===== config.mk =====
export PLATFORM = sky130hd
export DESIGN_NAME = tone_sequencer
export DESIGN_NICKNAME = d
export VERILOG_FILES = /design/src/rtl/tone_pkg.sv /design/src/rtl/tone_gen.sv /design/src/rtl/tone_sequencer.sv
export SDC_FILE = /design/constraint.sdc
export NUM_CORES = 1
export LEC_CHECK = 0
export BUFFER_PORTS_ARGS = -buffer_cell sky130_fd_sc_hd__buf_2
export CAP_MARGIN = 20
export CORE_ASPECT_RATIO = 2
export CORE_MARGIN = 3
export CORE_UTILIZATION = 35
export DETAILED_ROUTE_END_ITERATION = 16
export SYNTH_ARGS = -nofsm -noshare
export SYNTH_HDL_FRONTEND = slang
export SYNTH_SLANG_ARGS = --single-unit

===== constraint.sdc =====
create_clock -name CLK -period 8.9 [get_ports CLK]
set_input_delay 1.78 -clock CLK [delete_from_list [all_inputs] [get_ports CLK]]
set_output_delay 1.78 -clock CLK [all_outputs]
set_load 0.02 [all_outputs]

===== src/rtl/tone_pkg.sv =====
// rtl/tone_pkg.sv - shared types, pitch table and song ROM for the tone sequencer
package tone_pkg;

  // Sequencer states: free play, auto playback, learn mode, finished
  typedef enum logic [2:0] {
    IDLE   = 3'd0,
    A_NOTE = 3'd1,
    A_GAP  = 3'd2,
    L_WAIT = 3'd3,
    L_HOLD = 3'd4,
    DONE   = 3'd5
  } state_e;

  // key is the index on the standard 8-key board (7 = c4, 0 = c5)
  typedef struct packed {
    logic [3:0] key;
    logic [1:0] beats;
  } note_t;

  // Half-periods at 100 MHz, indexed by pitch (0 = c4, rising)
  localparam int unsigned HALF [16] = '{
    191113, 170262, 151686, 143172, 127551, 113636, 101238, 95556,
    85131,  75843,  71586,  63776,  56818,  50619,  47778,  42566
  };

  localparam int ROM_LEN = 15;

  // Ode to Joy: E E F G G F E D C C D E E D D
  localparam note_t SONG_ROM [ROM_LEN] = '{
    '{4'd5, 2'd0}, '{4'd5, 2'd0}, '{4'd4, 2'd0}, '{4'd3, 2'd0}, '{4'd3, 2'd0},
    '{4'd4, 2'd0}, '{4'd5, 2'd0}, '{4'd6, 2'd0}, '{4'd7, 2'd0}, '{4'd7, 2'd0},
    '{4'd6, 2'd0}, '{4'd5, 2'd0}, '{4'd5, 2'd0}, '{4'd6, 2'd0}, '{4'd6, 2'd0}
  };

  // Pitch index of a ROM entry, independent of how many keys are fitted
  function automatic logic [3:0] rom_pitch(input note_t n);
    return 4'd7 - n.key;
  endfunction

endpackage


===== src/rtl/tone_gen.sv =====
// rtl/tone_gen.sv - square-wave generator driven by a half-period count
module tone_gen #(
  parameter int CNT_W = 20
) (
  input  logic             clk_i,
  input  logic             rst_i,
  input  logic             active_i,
  input  logic [CNT_W-1:0] half_i,
  output logic             freq_o
);

  logic [CNT_W-1:0] cnt_q;
  logic [CNT_W-1:0] half_q;
  logic             freq_q;
  logic             active_q;

  // Count 0..half-1 and toggle on the wrap; silence or a new pitch restarts from 0
  always_ff @(posedge clk_i) begin
    if (rst_i) begin
      cnt_q    <= '0;
      half_q   <= '0;
      freq_q   <= 1'b0;
      active_q <= 1'b0;
    end else begin
      active_q <= active_i;
      half_q   <= half_i;
      if (!active_i || (active_q && (half_i != half_q))) begin
        cnt_q  <= '0;
        freq_q <= 1'b0;
      end else if (cnt_q >= half_i - CNT_W'(1)) begin
        cnt_q  <= '0;
        freq_q <= ~freq_q;
      end else begin
        cnt_q <= cnt_q + CNT_W'(1);
      end
    end
  end

  assign freq_o = freq_q;

endmodule


===== src/rtl/tone_sequencer.sv =====
// rtl/tone_sequencer.sv - free play, auto song playback and learn mode tone engine
module tone_sequencer
  import tone_pkg::*;
#(
  parameter int NUM_KEYS       = 8,
  parameter int SONG_LEN       = 15,
  parameter int TICKS_PER_BEAT = 25_000_000,
  parameter int GAP_TICKS      = 2_500_000,
  parameter int TONE_SHIFT     = 0,
  parameter int CNT_W          = 20
) (
  input  logic                        CLK,
  input  logic                        RESET,
  input  logic                        AUTO_START,
  input  logic                        LEARN_START,
  input  logic [NUM_KEYS-1:0]         sw,
  output logic                        FREQ,
  output logic [NUM_KEYS-1:0]         Led,
  output logic [$clog2(SONG_LEN)-1:0] note_idx,
  output logic                        busy,
  output logic                        done,
  output logic [7:0]                  mistakes
);

  localparam int IDX_W    = $clog2(SONG_LEN);
  localparam int TICK_MAX = (TICKS_PER_BEAT > GAP_TICKS) ? TICKS_PER_BEAT : GAP_TICKS;
  localparam int TICK_W   = $clog2(TICK_MAX + 1);
  localparam logic [IDX_W-1:0]  LAST_IDX = IDX_W'(SONG_LEN - 1);
  localparam logic [TICK_W-1:0] BEAT_END = TICK_W'(TICKS_PER_BEAT - 1);
  localparam logic [TICK_W-1:0] GAP_END  = TICK_W'(GAP_TICKS - 1);

  state_e              state_q, state_d;
  logic [IDX_W-1:0]    idx_q, idx_d;
  logic [TICK_W-1:0]   tick_q, tick_d;
  logic [1:0]          beat_q, beat_d;
  logic [7:0]          mistakes_q, mistakes_d;
  logic                done_q, done_d;
  logic [NUM_KEYS-1:0] led_q, led_d;
  logic [NUM_KEYS-1:0] sw_q;

  note_t               cur_note;
  logic [3:0]          exp_pitch;
  logic [NUM_KEYS-1:0] exp_onehot;
  logic [NUM_KEYS-1:0] rise;
  logic                exp_hit;
  logic                exp_held;
  logic                free_on;
  logic [3:0]          free_pitch;
  logic                tone_on;
  logic [3:0]          tone_pitch;

  // One-hot key position of a song entry on this keyboard
  function automatic logic [NUM_KEYS-1:0] key_onehot(input logic [IDX_W-1:0] i);
    logic [4:0] k;
    k = 5'(NUM_KEYS - 1) - {1'b0, rom_pitch(SONG_ROM[i])};
    return NUM_KEYS'(1) << k;
  endfunction

  assign cur_note   = SONG_ROM[idx_q];
  assign exp_pitch  = rom_pitch(cur_note);
  assign exp_onehot = key_onehot(idx_q);
  assign rise       = sw & ~sw_q;
  assign exp_hit    = |(rise & exp_onehot);
  assign exp_held   = |(sw & exp_onehot);

  // Free play sounds the highest pressed index, the lowest pitch
  always_comb begin
    free_on    = 1'b0;
    free_pitch = 4'd0;
    for (int k = 0; k < NUM_KEYS; k++) begin
      if (sw[k]) begin
        free_on    = 1'b1;
        free_pitch = 4'(NUM_KEYS - 1 - k);
      end
    end
  end

  // State register
  always_ff @(posedge CLK) begin
    if (RESET) state_q <= IDLE;
    else       state_q <= state_d;
  end

  // Song position, timing counters, score and LED registers
  always_ff @(posedge CLK) begin
    if (RESET) begin
      idx_q      <= '0;
      tick_q     <= '0;
      beat_q     <= '0;
      mistakes_q <= '0;
      done_q     <= 1'b0;
      led_q      <= '0;
      sw_q       <= '0;
    end else begin
      idx_q      <= idx_d;
      tick_q     <= tick_d;
      beat_q     <= beat_d;
      mistakes_q <= mistakes_d;
      done_q     <= done_d;
      led_q      <= led_d;
      sw_q       <= sw;
    end
  end

  // Next state: start pulses override everything, AUTO_START over LEARN_START
  always_comb begin
    state_d    = state_q;
    idx_d      = idx_q;
    tick_d     = tick_q;
    beat_d     = beat_q;
    mistakes_d = mistakes_q;
    done_d     = done_q;
    if (AUTO_START) begin
      state_d = A_NOTE;
      idx_d   = '0;
      tick_d  = '0;
      beat_d  = '0;
      done_d  = 1'b0;
    end else if (LEARN_START) begin
      state_d    = L_WAIT;
      idx_d      = '0;
      mistakes_d = '0;
      done_d     = 1'b0;
    end else begin
      case (state_q)
        A_NOTE: begin
          if (tick_q == BEAT_END) begin
            tick_d = '0;
            if (beat_q == cur_note.beats) begin
              beat_d  = '0;
              state_d = A_GAP;
            end else begin
              beat_d = beat_q + 2'd1;
            end
          end else begin
            tick_d = tick_q + TICK_W'(1);
          end
        end
        A_GAP: begin
          if (tick_q == GAP_END) begin
            tick_d = '0;
            if (idx_q == LAST_IDX) begin
              state_d = DONE;
              done_d  = 1'b1;
            end else begin
              idx_d   = idx_q + IDX_W'(1);
              state_d = A_NOTE;
            end
          end else begin
            tick_d = tick_q + TICK_W'(1);
          end
        end
        L_WAIT: begin
          if (exp_hit) begin
            state_d = L_HOLD;
          end else if ((|rise) && (mistakes_q != 8'hFF)) begin
            mistakes_d = mistakes_q + 8'd1;
          end
        end
        L_HOLD: begin
          if (!exp_held) begin
            if (idx_q == LAST_IDX) begin
              state_d = DONE;
              done_d  = 1'b1;
            end else begin
              idx_d   = idx_q + IDX_W'(1);
              state_d = L_WAIT;
            end
          end
        end
        default: ;
      endcase
    end
  end

  // Tone selection from the current state, LED contents for the next state
  always_comb begin
    tone_on    = 1'b0;
    tone_pitch = 4'd0;
    led_d      = '0;
    case (state_q)
      A_NOTE: begin
        tone_on    = 1'b1;
        tone_pitch = exp_pitch;
      end
      L_HOLD: begin
        tone_on    = exp_held;
        tone_pitch = exp_pitch;
      end
      IDLE, DONE: begin
        tone_on    = free_on;
        tone_pitch = free_pitch;
      end
      default: ;
    endcase
    case (state_d)
      A_NOTE, L_WAIT, L_HOLD: led_d = key_onehot(idx_d);
      IDLE, DONE:             led_d = sw;
      default:                led_d = '0;
    endcase
  end

  tone_gen #(
    .CNT_W(CNT_W)
  ) u_tone_gen (
    .clk_i   (CLK),
    .rst_i   (RESET),
    .active_i(tone_on),
    .half_i  (CNT_W'(HALF[tone_pitch] >> TONE_SHIFT)),
    .freq_o  (FREQ)
  );

  assign Led      = led_q;
  assign note_idx = idx_q;
  assign busy     = (state_q == A_NOTE) || (state_q == A_GAP) ||
                    (state_q == L_WAIT) || (state_q == L_HOLD);
  assign done     = done_q;
  assign mistakes = mistakes_q;

endmodule


Word level (Yosys, flattened, before mapping)
Memory sizes are Yosys's and may differ from the RTL's.
Index checks and enable logic that the tools add are counted.
{"block": "word_totals", "out_inout_bits": 23, "memories": 3, "inputBits": 12, "ff_bits": 101, "elab_cells": 140, "rom_bits": 704}
{"name": "(no name shown)", "words": 16, "width": 32, "rd": 1, "rd_ports_with_merged_regs": 0, "wr": 0, "line_no": "tone_sequencer.sv:209", "rtl": ".half_i (CNT_W'(HALF[tone_pitch] >> TONE_SHIFT)),"}
{"name": "(no name shown)", "words": 16, "width": 6, "rd": 1, "rd_ports_with_merged_regs": 0, "wr": 0, "line_no": "tone_sequencer.sv:55", "rtl": "k = 5'(NUM_KEYS - 1) - {1'b0, rom_pitch(SONG_ROM[i])};"}
{"name": "(no name shown)", "words": 16, "width": 6, "rd": 1, "rd_ports_with_merged_regs": 0, "wr": 0, "line_no": "tone_sequencer.sv:55"}
{"block": "classes", "eq_ne": 18, "n_addsub": 10, "shift": 2, "reduce_logical": 28, "bitwise": 10, "n_mux": 53, "n_lt_le_gt_ge": 4}
{"operator": "$mux W25", "count": 2}
{"operator": "$pmux W25 S2", "count": 1}
{"operator": "$mux W4", "count": 12}
{"operator": "$mux W20", "count": 2}
{"operator": "$mux W8", "count": 4}
{"operator": "$mux W3", "count": 10}
{"operator": "$add A25 B1 Y25 const B", "count": 1}
{"operator": "$eq A25 B22 Y1 const B", "count": 1}
{"operator": "$eq A25 B25 Y1 const B", "count": 1}
{"operator": "$and A8 B8 Y8", "count": 3}
{"operator": "$mux W6", "count": 4}
{"operator": "$reduce_or A8 Y1", "count": 3}
{"operator": "$add A20 B1 Y20 const B", "count": 1}
{"operator": "$ge A20 B20 Y1", "count": 1}
{"operator": "$ne A20 B20 Y1", "count": 1}
{"operator": "$sub A20 B1 Y20 const B", "count": 1}
{"operator": "$pmux W4 S2", "count": 2}
{"operator": "$pmux W8 S2", "count": 1}
{"operator": "$shl A1 B5 Y8 const A", "count": 2}
{"operator": "$ge A5 B5 Y1 const B", "count": 3}
{"operator": "$not A4 Y5", "count": 3}
{"operator": "$eq A3 B3 Y1 const B", "count": 4}
{"operator": "$pmux W3 S4", "count": 1}
{"operator": "$mux W1", "count": 11}
{"operator": "other kinds (26)", "count": 50}

Logic depth before layout (Yosys ltp)
Gate-level depths: netlist (run 1).
{"block": "depth", "ltp_word": 21, "depth_mapped": 24, "ltp_nobuf": 22}

Cells and area by module
A second synthesis (run 1) with hierarchy kept.
{"block": "unflattened", "hier_cells": 748, "hier_area_um2": 6321.1}
{"module": "tone_sequencer", "seq_area_each_um2": 1181.1, "area_each_um2": 3906.2, "cells_per_inst": 481, "n_inst": 1}
{"module": "tone_gen", "seq_area_each_um2": 840.8, "area_each_um2": 2414.8, "cells_per_inst": 267, "n_inst": 1}

Worst setup path after synthesis (run 1)
No wires, ideal clock.
{"block": "synth_timing", "path_type": "input to register", "start": "input port sw[0]", "end": "register u_tone_gen.cnt_q[11]", "n_path_buf": 4, "cell_stages": 19, "setup_ns": 0.064, "setup_slack_ns": 3.425, "arrival_time_ns": 5.411, "path_cell_list": "or4_4 -> nor3b_2 -> o21ai_2 -> buf_4 -> buf_2 -> buf_1 -> nor2_1 -> o21ai_0 -> o21ai_0 -> ha_1 -> a21o_1 -> a21o_1 -> a21o_1 -> a21o_1 -> a211o_1 -> a21oi_1 -> nand3_2 -> buf_6 -> nor2_1"}
{"block": "synth_via", "elab_chain_cells": 17, "elab_cells_between_ends": 31}
{"item": "start: declaration", "line_no": "tone_sequencer.sv:16", "rtl": "input logic [NUM_KEYS-1:0] sw,"}
{"item": "parallel branches: the longest is 16 deep, another holds $mem_v2 Z16 W32"}
{"item": "$reduce_or A3 Y1 (no source line) *"}
{"item": "end signal: assignment", "line_no": "tone_gen.sv:34", "rtl": "cnt_q <= cnt_q + CNT_W'(1);"}
{"item": "end: declaration", "line_no": "tone_gen.sv:12", "rtl": "logic [CNT_W-1:0] cnt_q;"}
Mark *: on every way between the ends. The select of a mux whose other input is x is not followed.
A chain may end at the register's enable or synchronous reset.

Worst setup path in the final report (run 1)
{"block": "layout_timing", "start": "input port sw[0]", "end": "register u_tone_gen.cnt_q[15]"}
The elaborated chain is that of the path after synthesis.

==> out/metrics.cfg, run 1 <==
[min_path]
whs_path_depth = 1
min_to = u_tone_gen.cnt_q[0]
min_from = u_tone_gen.cnt_q[0]
hp-class = reg2reg

[pwr]
power_density_nw_per_um2 = 153
irDropWorstVdd_v = 0.000101
switchingPower_uw = 274
seqPwrFrac = 0.462
power.total_uw = 993
p_sw_frac = 0.276
clock_power_share = 0.422
p_leak_uw = 0.00261
p_comb_frac = 0.116
internal-power_uw = 719

[floorplanning]
die_y_um = 189
die-area_um2 = 18400
initial_utilization = 0.357
io-pin-count = 35
coreArea_um2 = 16400
die_w_um = 97.3
rows = 66

[grt]
grt-ovfl-total = 0
grt_first_pass_wirelength_um = 25600
antenna_found_initial = 0
grt_max_degree = 40
grt_pass1_vias = 5173
grt_use_total = 0.173

[logic_synthesis]
synthAdderAreaFrac = 0.0835
ys_seq_elements = 98
synth_xor_xnor_area_share = 0.0900
synth_ff_type = dfxtp_1
synthesis.nets = 766
seq_area_frac_synth = 0.336
synth_edf_count = 0
synth_cell_types = 74
synthMuxAreaShare = 0.0336
yosys.area_share.simple = 0.279
syn_area_per_cell_um2 = 8.17
synthesis.area_um2 = 5840
synthArstFlopShare = 0
synth_compound_gate_area_share = 0.144
synth_top_family_by_area = simple AND/OR/NAND/NOR gates
yosys_warnings = 0
netlist_instances = 715

[job]
drv_cap = 0

[finish]
fin_area_um2 = 6490
nets = 789
fillers = 1718
antennaDiodeCount = 0
final_common_cell = nor2_1
stdcell_count = 947
drive_gt1_frac = 0.104
syn2layout_area_growth_pct = 11.2
layout_common_cells = nor2_1 (110), dfxtp_1 (98), nand2_1 (61), ha_1 (39), buf_2 (34)

[placed_design]
place_area_um2 = 6180
pre_cts_ws_ps = 2780
place.port_buffers = 34
gp_congestion = 0.976
placedCellCount = 931
post-dp-hpwl_um = 12100

[worst_setup_path]
r2r_start = note_idx[0]
critPathCaptureType = register
required_ps = 9180
crit_type = in2reg
rrSetupSlack_ps = 3520
startpoint_type = input port
cp.arrival_ps = 6080
r2r-end = u_tone_gen.cnt_q[15]
r2r.worst_path.cells = 20
cp_max_fo = 19

[drt]
viasPerCell = 5.38
routed_wirelength_um = 15400
wire_per_inst_um = 16.3
vias = 5098
drcViolationCount = 0
drtIter0Drc = 159
postRouteAntennaNets = 0
dr.pass1.iters = 4

[timing]
skew_ps = 16.7
tightest_slew_ps = 834
min_period_ps = 5800
final-setup-viol-count = 0
layout_setup_ws_ps = 3100
fin_crit_sh = 0.651
setup_tns_ps = 0
report.final.slew_viol_count = 0
max_freq_ghz = 0.173
relSlewSlack = 0.444
finalHoldViolations = 0
rsz0062_at_grt = false

[clocking]
insertion_delay_ps = 360
cts_tree = yes
cts.htree.levels = 3
clk_path_buf_depth = 2
clk_pin_slew_ps = 80
hold_buffers = 0
numCtsBuffers = 9
cts_root_buffer = clkbuf_16
cts.sinks = 98
cts-resized-gates = 0
postCtsSetupRepairBufs = 0

[run_status]
status = finished clean

==> power by group through the flow <==
stage,Sequential (uW),Combinational [uW],Clock (uW)
detailed placement,469,116,0
floorplan,466,82.1,0
global route,460,129,448
global placement,469,116,0
CTS,459,116,433
finish,459,116,419
==> Yosys cell counts, types with 5 or more instances <==
master      n  share of area
nand2b_1   16          0.017
dfxtp_1    98           0.34
o21ai_0    28          0.024
nand2_1    61          0.039
and2_1      6         0.0064
nand4_1    13          0.014
nor2b_1    11          0.012
nor4_1      6         0.0064
a22o_1      5         0.0075
a21o_1     12          0.015
xor2_1     33          0.049
ha_1       39          0.084
xnor2_1    27          0.040
nor3_1     30          0.026
mux2i_1    14          0.024
nand3_1    25          0.021
a21oi_1    25          0.021
inv_1      23          0.015
or2_2       5         0.0054
nor2_1    110          0.071
or3_1       8         0.0086
clkbuf_1   16          0.010
and3_1     14          0.015
==> sequential cells by signal (all words and copies together), names as in the netlist <==
signal and cells:
u_tone_gen.cnt_q 20, mistakes 8, u_tone_gen.freq_o 1, beat_q 2
Led 8, tick_q 25, done 1, u_tone_gen.active_q 1
note_idx 4, sw_q 8, state_q 3, u_tone_gen.half_q 17
==> critical path: stages <==
cell and delay, ps:
buf_2 140, nor2b_1 130, o21bai_1 200, a21oi_1 100
o21a_1 180, o21ai_2 460, inv_1 280, ha_1 360
a21oi_1 250, nor2b_1 150, o21ai_0 110, o31ai_1 240
a22oi_1 110, ha_1 210, a21o_1 150, a21o_1 170
a21oi_1 140, o211ai_1 90, a21oi_1 240, nand3_2 370
nor2_1 220
==> logic make-up after synthesis <==
| logic type | Yosys count |
|---|---|
| mux | 18 |
| xor+xnor | 60 |
| simple gates | 330 |
| flops | 98 |
| buf+inv | 48 |
| fa+ha+maj | 39 |
| compound gates | 121 |
| other cells | 1 |
==> how the worst max path moves through the flow <==
stage	startpoint	to	slack, ps	cells past startpoint
CTS	sw[0]	u_tone_gen.cnt_q[15]	3150	21
global placement	sw[0]	u_tone_gen.cnt_q[13]	2930	21
floorplan	sw[0]	u_tone_gen.cnt_q[11]	3430	19
global route	sw[0]	u_tone_gen.cnt_q[8]	2680	21
detailed placement	sw[0]	u_tone_gen.cnt_q[15]	2780	21
finish	sw[0]	u_tone_gen.cnt_q[15]	3100	21
==> per-layer routing <==
| layer | wire length [um] | GRT usage | up-vias |
|---|---|---|---|
| met2 | 9110 | 0.351 | 77 |
| li1 | - | - | 2562 |
| met1 | 5210 | 0.157 | 2417 |
| met3 | 310 | 0.0226 | 42 |
| met4 | 769 | 0.103 | 0 |
| met5 | 0 | 0 | - |
==> stage by stage <==
stage	utilization	hold WS, ps
after floorplan	-	437
after global placement	0.378	475
after detailed placement	0.378	477
after CTS	0.397	496
after global routing	0.397	527
final	0.397	486
==> cell type report <==
| class | count | area (um2) | area share |
|---|---|---|---|
| multi-input combinational | 569 | 3680 | 0.568 |
| sequential | 98 | 1960 | 0.302 |
| tap | 204 | 255 | 0.0393 |
| clock buffer | 9 | 225 | 0.0347 |
| timing repair buffer | 36 | 185 | 0.0285 |
| clock inverter | 7 | 90.1 | 0.0139 |
| inverter | 24 | 90.1 | 0.0139 |
Note: power is estimated with default switching activity, not from simulation.
==> inputs of run 2 (changes only) <==
==> constraint.sdc (replaced) <==
create_clock -name CLK -period 4.8 [get_ports CLK]
set_input_delay 0.96 -clock CLK [delete_from_list [all_inputs] [get_ports CLK]]
set_output_delay 0.96 -clock CLK [all_outputs]
set_load 0.02 [all_outputs]
==> run 2 against run 1 <==
Cell area is 1.9% higher. Cell count is 1.9% higher. Critical path type is now reg2reg. Wire length is 0.75% lower. Global-route usage is 0.23 points lower. Register-to-register slack worse by 3100 ps. First-iteration DRC count is 34% higher. Sequential power is 85% higher. Non-clock buffer count is 19 higher. Highest routed layer unchanged. Clock power is 63% higher. Core utilization is 0.74 points higher. Combinational power is 98% higher.
==> out/metrics.cfg, run 2 (synthesized netlist as in run 1, its figures left out) <==
[run_status]
status = finished clean

[min_path]
hp-class = reg2reg

[worst_setup_path]
cp_max_fo = 19
critPathCaptureType = register
max_stage_delay_ps = 490
cp.arrival_ps = 4690
cpMaxStageDelayCell = mux4_2
cp.buffers_inverters = 4
startpoint_type = register
crit_type = reg2reg
required_ps = 5090
cp_common_cell = nand2_1
path_cells = inv_1 > ha_1 > mux4_2 > nand2_1 > a21oi_2 > inv_1 > ha_2 > buf_4 > nand2_1 > nand2_1 > ha_1 > a21o_1 > a21o_1 > a21oi_1 > nor2b_1 > o21ai_0 > o211ai_1 > a21oi_2 > nand3_2 > buf_12 > nor2_1
cpLargestDelayFamily = compound AO/OA/AOI/OAI gates

[pwr]
p_leak_uw = 0.00269
power_density_nw_per_um2 = 266
irDropWorstVdd_v = 0.000185

[timing]
max_freq_ghz = 0.227
report.final.slew_viol_count = 0
skew_ps = 14.8
final-setup-viol-count = 0
tightest_slew_ps = 811
fin_crit_sh = 0.916
finalHoldViolations = 0
rsz0062_at_grt = false
setup_tns_ps = 0
min_period_ps = 4400
relSlewSlack = 0.459

[clocking]
cts_root_buffer = clkbuf_16
clk_path_buf_depth = 2
postCtsSetupRepairBufs = 0
numCtsBuffers = 9
clk_pin_slew_ps = 70
hold_buffers = 0
cts.htree.levels = 3
cts_tree = yes
insertion_delay_ps = 350
cts.sinks = 98
cts-resized-gates = 0

[drt]
drcViolationCount = 0
drtIter0Drc = 213
wire_per_inst_um = 15.8
viasPerCell = 5.32
dr.pass1.iters = 4
routed_wirelength_um = 15300
postRouteAntennaNets = 0
vias = 5135

[job]
drv_cap = 0

[floorplanning]
die-area_um2 = 18400
die_w_um = 97.3
coreArea_um2 = 16400
rows = 66
die_y_um = 189
io-pin-count = 35
initial_utilization = 0.357

[finish]
final_common_cell = nor2_1
top_register = tick_q
largest_reg_flops = 25
layout_common_cells = nor2_1 (110), dfxtp_1 (96), nand2_1 (61), ha_1 (38), buf_2 (34)
antennaDiodeCount = 0
fin_area_um2 = 6610
drive_gt1_frac = 0.127
syn2layout_area_growth_pct = 13.2
nets = 808
reg_top3 = tick_q (25), u_tone_gen.cnt_q (20), u_tone_gen.half_q (17)

[grt]
antenna_found_initial = 0
grt-ovfl-total = 0
grt_use_total = 0.171
grt_pass1_vias = 5339
grt_max_degree = 40
grt_first_pass_wirelength_um = 25300

[placed_design]
post-dp-hpwl_um = 12200
place_area_um2 = 6330
gp_congestion = 0.900
place.port_buffers = 34

[run 2: routing by layer]
metal / vias to the layer above / GRT usage / part of all wire
met1: 2415 / 0.149 / 0.34
met5: - / 0 / 0
met3: 48 / 0.0200 / 0.019
met2: 82 / 0.348 / 0.58
li1: 2590 / - / -
met4: 0 / 0.115 / 0.055
[run 2: worst register-to-register path: cells and delay by family (launching register included)]
kind | cells | cell delay [ps]
fa+ha+maj | 3 | 1000
mux | 1 | 490
buf+inv | 4 | 660
flops | 1 | 440
compound gates | 7 | 1160
simple gates | 6 | 590
[run 2: where the power goes]
group          internal [uW]  total, uW  leakage (uW)  switching, uW
sequential               833        848      0.000798           14.9
combinational           92.4        230       0.00176            137
clock                    366        685      0.000133            318
total                   1290       1760       0.00269            470
[run 2: metrics by stage]
stage	worst slack, ps	instances	total power [uW]	hold WS (ps)	utilization
after floorplan	121	715	1020	437	-
after global placement	139	950	1100	475	0.387
after detailed placement	16.9	950	1100	482	0.387
after CTS	302	965	1790	500	0.404
after global routing	47.2	965	1840	536	0.405
final	401	965	1760	490	0.405
[run 2: worst paths after layout]
check / start / to / slack, ps / cells after the start
worst min register to register: u_tone_gen.cnt_q[0] / u_tone_gen.cnt_q[0] / 490 / 1
worst max-delay path: note_idx[0] / u_tone_gen.cnt_q[11] / 400 / 21
worst min-delay path: u_tone_gen.cnt_q[0] / u_tone_gen.cnt_q[0] / 490 / 1
worst max register to register: note_idx[0] / u_tone_gen.cnt_q[11] / 400 / 21
[run 2: area by class of cell]
| class | count | area (um2) |
|---|---|---|
| repair buffers | 55 | 340 |
| clock inverters | 3 | 26.3 |
| flip-flops and latches | 98 | 1960 |
| multi-input cells | 569 | 3690 |
| clock buffers | 12 | 246 |
| well taps | 204 | 255 |
| inverters | 24 | 90.1 |
| fillers | 1713 | 9740 |
==> inputs of run 3 (changes only) <==
--- a/config.mk
+++ b/config.mk
@@ -11,6 +11,7 @@
 export CORE_MARGIN = 3
 export CORE_UTILIZATION = 35
 export DETAILED_ROUTE_END_ITERATION = 16
+export REMOVE_ABC_BUFFERS = 1
 export SYNTH_ARGS = -nofsm -noshare
 export SYNTH_HDL_FRONTEND = slang
 export SYNTH_SLANG_ARGS = --single-unit
==> run 3 against run 2 <==
Critical path type is now in2reg. Wire length rose by 0.67%. Non-clock buffer count rose by 7. Via count fell by 0.19%. Combinational power barely moved. Clock skew fell by 3.6 ps. Sequential power barely moved. Clock power rose by 8.6%. Cell count rose by 0.83%.
==> out/metrics.cfg, run 3 (synthesized netlist as in run 1, its figures left out) <==
[grt]
grt-ovfl-total = 0
grt_use_total = 0.173
grt_first_pass_wirelength_um = 25800
grt_max_degree = 39
grt_pass1_vias = 5329
antenna_found_initial = 0

[worst_setup_path]
path_cells = buf_2 > or4_4 > nor3b_2 > o21ai_2 > nor2_1 > a21oi_1 > ha_1 > a21o_1 > a21o_1 > a21o_1 > a21o_1 > a21o_1 > a211o_1 > a21oi_2 > nand3_2 > buf_4 > nor2_1
max_stage_delay_ps = 560
cp.arrival_ps = 4670
cpMaxStageDelayCell = or4_4
r2r_start = note_idx[1]
cp_common_cell = a21o_1
critPathCaptureType = register
rrSetupSlack_ps = 440
required_ps = 5080
crit_type = in2reg
startpoint_type = input port
cp_max_fo = 19
crit_start = sw[0]

[finish]
layout_common_cells = nor2_1 (110), dfxtp_1 (97), nand2_1 (61), ha_1 (39), buf_2 (34)
largest_reg_flops = 25
syn2layout_area_growth_pct = 14.5
drive_gt1_frac = 0.133
antennaDiodeCount = 0
top_register = tick_q
nets = 815
final_common_cell = nor2_1
reg_top3 = tick_q (25), u_tone_gen.cnt_q (20), u_tone_gen.half_q (17)

[timing]
max_freq_ghz = 0.228
finalHoldViolations = 0
skew_ps = 11.2
rsz0062_at_grt = false
report.final.slew_viol_count = 0
fin_crit_sh = 0.914
hold_slack_ps = 511
relSlewSlack = 0.446
tightest_slew_ps = 831
min_period_ps = 4390
final-setup-viol-count = 0
setup_tns_ps = 0

[placed_design]
place.port_buffers = 34
gp_congestion = 0.860
post-dp-hpwl_um = 12000

[drt]
dr.pass1.iters = 4
routed_wirelength_um = 15400
postRouteAntennaNets = 0
vias = 5125
wire_per_inst_um = 15.8
drcViolationCount = 0
drtIter0Drc = 174
viasPerCell = 5.27

[floorplanning]
io-pin-count = 35
rows = 66
die_y_um = 189
die-area_um2 = 18400
die_w_um = 97.3
initial_utilization = 0.357
coreArea_um2 = 16400

[pwr]
irDropWorstVdd_v = 0.000150
p_leak_uw = 0.00273
power_density_nw_per_um2 = 272

[job]
drv_cap = 0

[clocking]
cts.htree.levels = 3
numCtsBuffers = 9
hold_buffers = 0
cts_root_buffer = clkbuf_16
clk_pin_slew_ps = 60
insertion_delay_ps = 350
cts_tree = yes
cts.sinks = 98
clk_path_buf_depth = 2

[min_path]
min_from = u_tone_gen.cnt_q[0]
hp-class = reg2reg

[run_status]
status = finished clean

[run 3: layout make-up]
cell class,instances,area (um2)
Clock buffer,14,264
Tap cell,204,255
Timing Repair Buffer,62,393
Clock inverter,2,35.0
Multi-Input combinational cell,569,3690
Fill cell,1688,9660
Inverter,24,90.1
Sequential cell,98,1960
[run 3: path summary, 6_finish.rpt]
path	end	depth (start not counted)
setup reg to reg	u_tone_gen.cnt_q[10]	21
setup / recovery	u_tone_gen.cnt_q[10]	17
hold reg to reg	u_tone_gen.cnt_q[0]	1
hold / removal	u_tone_gen.cnt_q[0]	1
[run 3: power breakdown]
group	switching, uW	internal, uW
Sequential	12.3	833
Combinational	138	92.7
Clock	311	433
Total	461	1360
[run 3: metrics by stage]
stage               total power (uW)  setup slack (ps)  instance area [um2]   util  std cells
floorplan                       1010              69.0                 5740      -        691
global placement                1090              57.4                 6350  0.389        953
detailed placement              1100             -13.9                 6350  0.389        953
CTS                             1850               214                 6650  0.407        969
global route                    1900              8.65                 6690  0.409        973
finish                          1820               411                 6690  0.409        973
[run 3: worst max-delay path, delay by kind of cell]
kind	cells	cell delay [ps]
AND/OR/NAND/NOR	5	1050
adder cells (fa/ha/maj)	1	290
buffers and inverters	2	340
AO/OA/AOI/OAI	9	2030
[run 3: repair_timing]
action | 4_1_cts | 5_1_grt
endpoints found under the setup margin | 0 | 20
setup buffers | 0 | 4
resized for setup | 0 | 2
hold endpoints to repair | 0 | 0
[run 3: routing by layer]
layer | part of all wire | wire [um] | track usage | vias up
met3 | 0.017 | 258 | 0.0226 | 31
li1 | - | - | - | 2611
met1 | 0.37 | 5620 | 0.165 | 2420
met2 | 0.58 | 8930 | 0.352 | 63
met5 | 0 | 0 | 0 | -
met4 | 0.038 | 583 | 0.0843 | 0
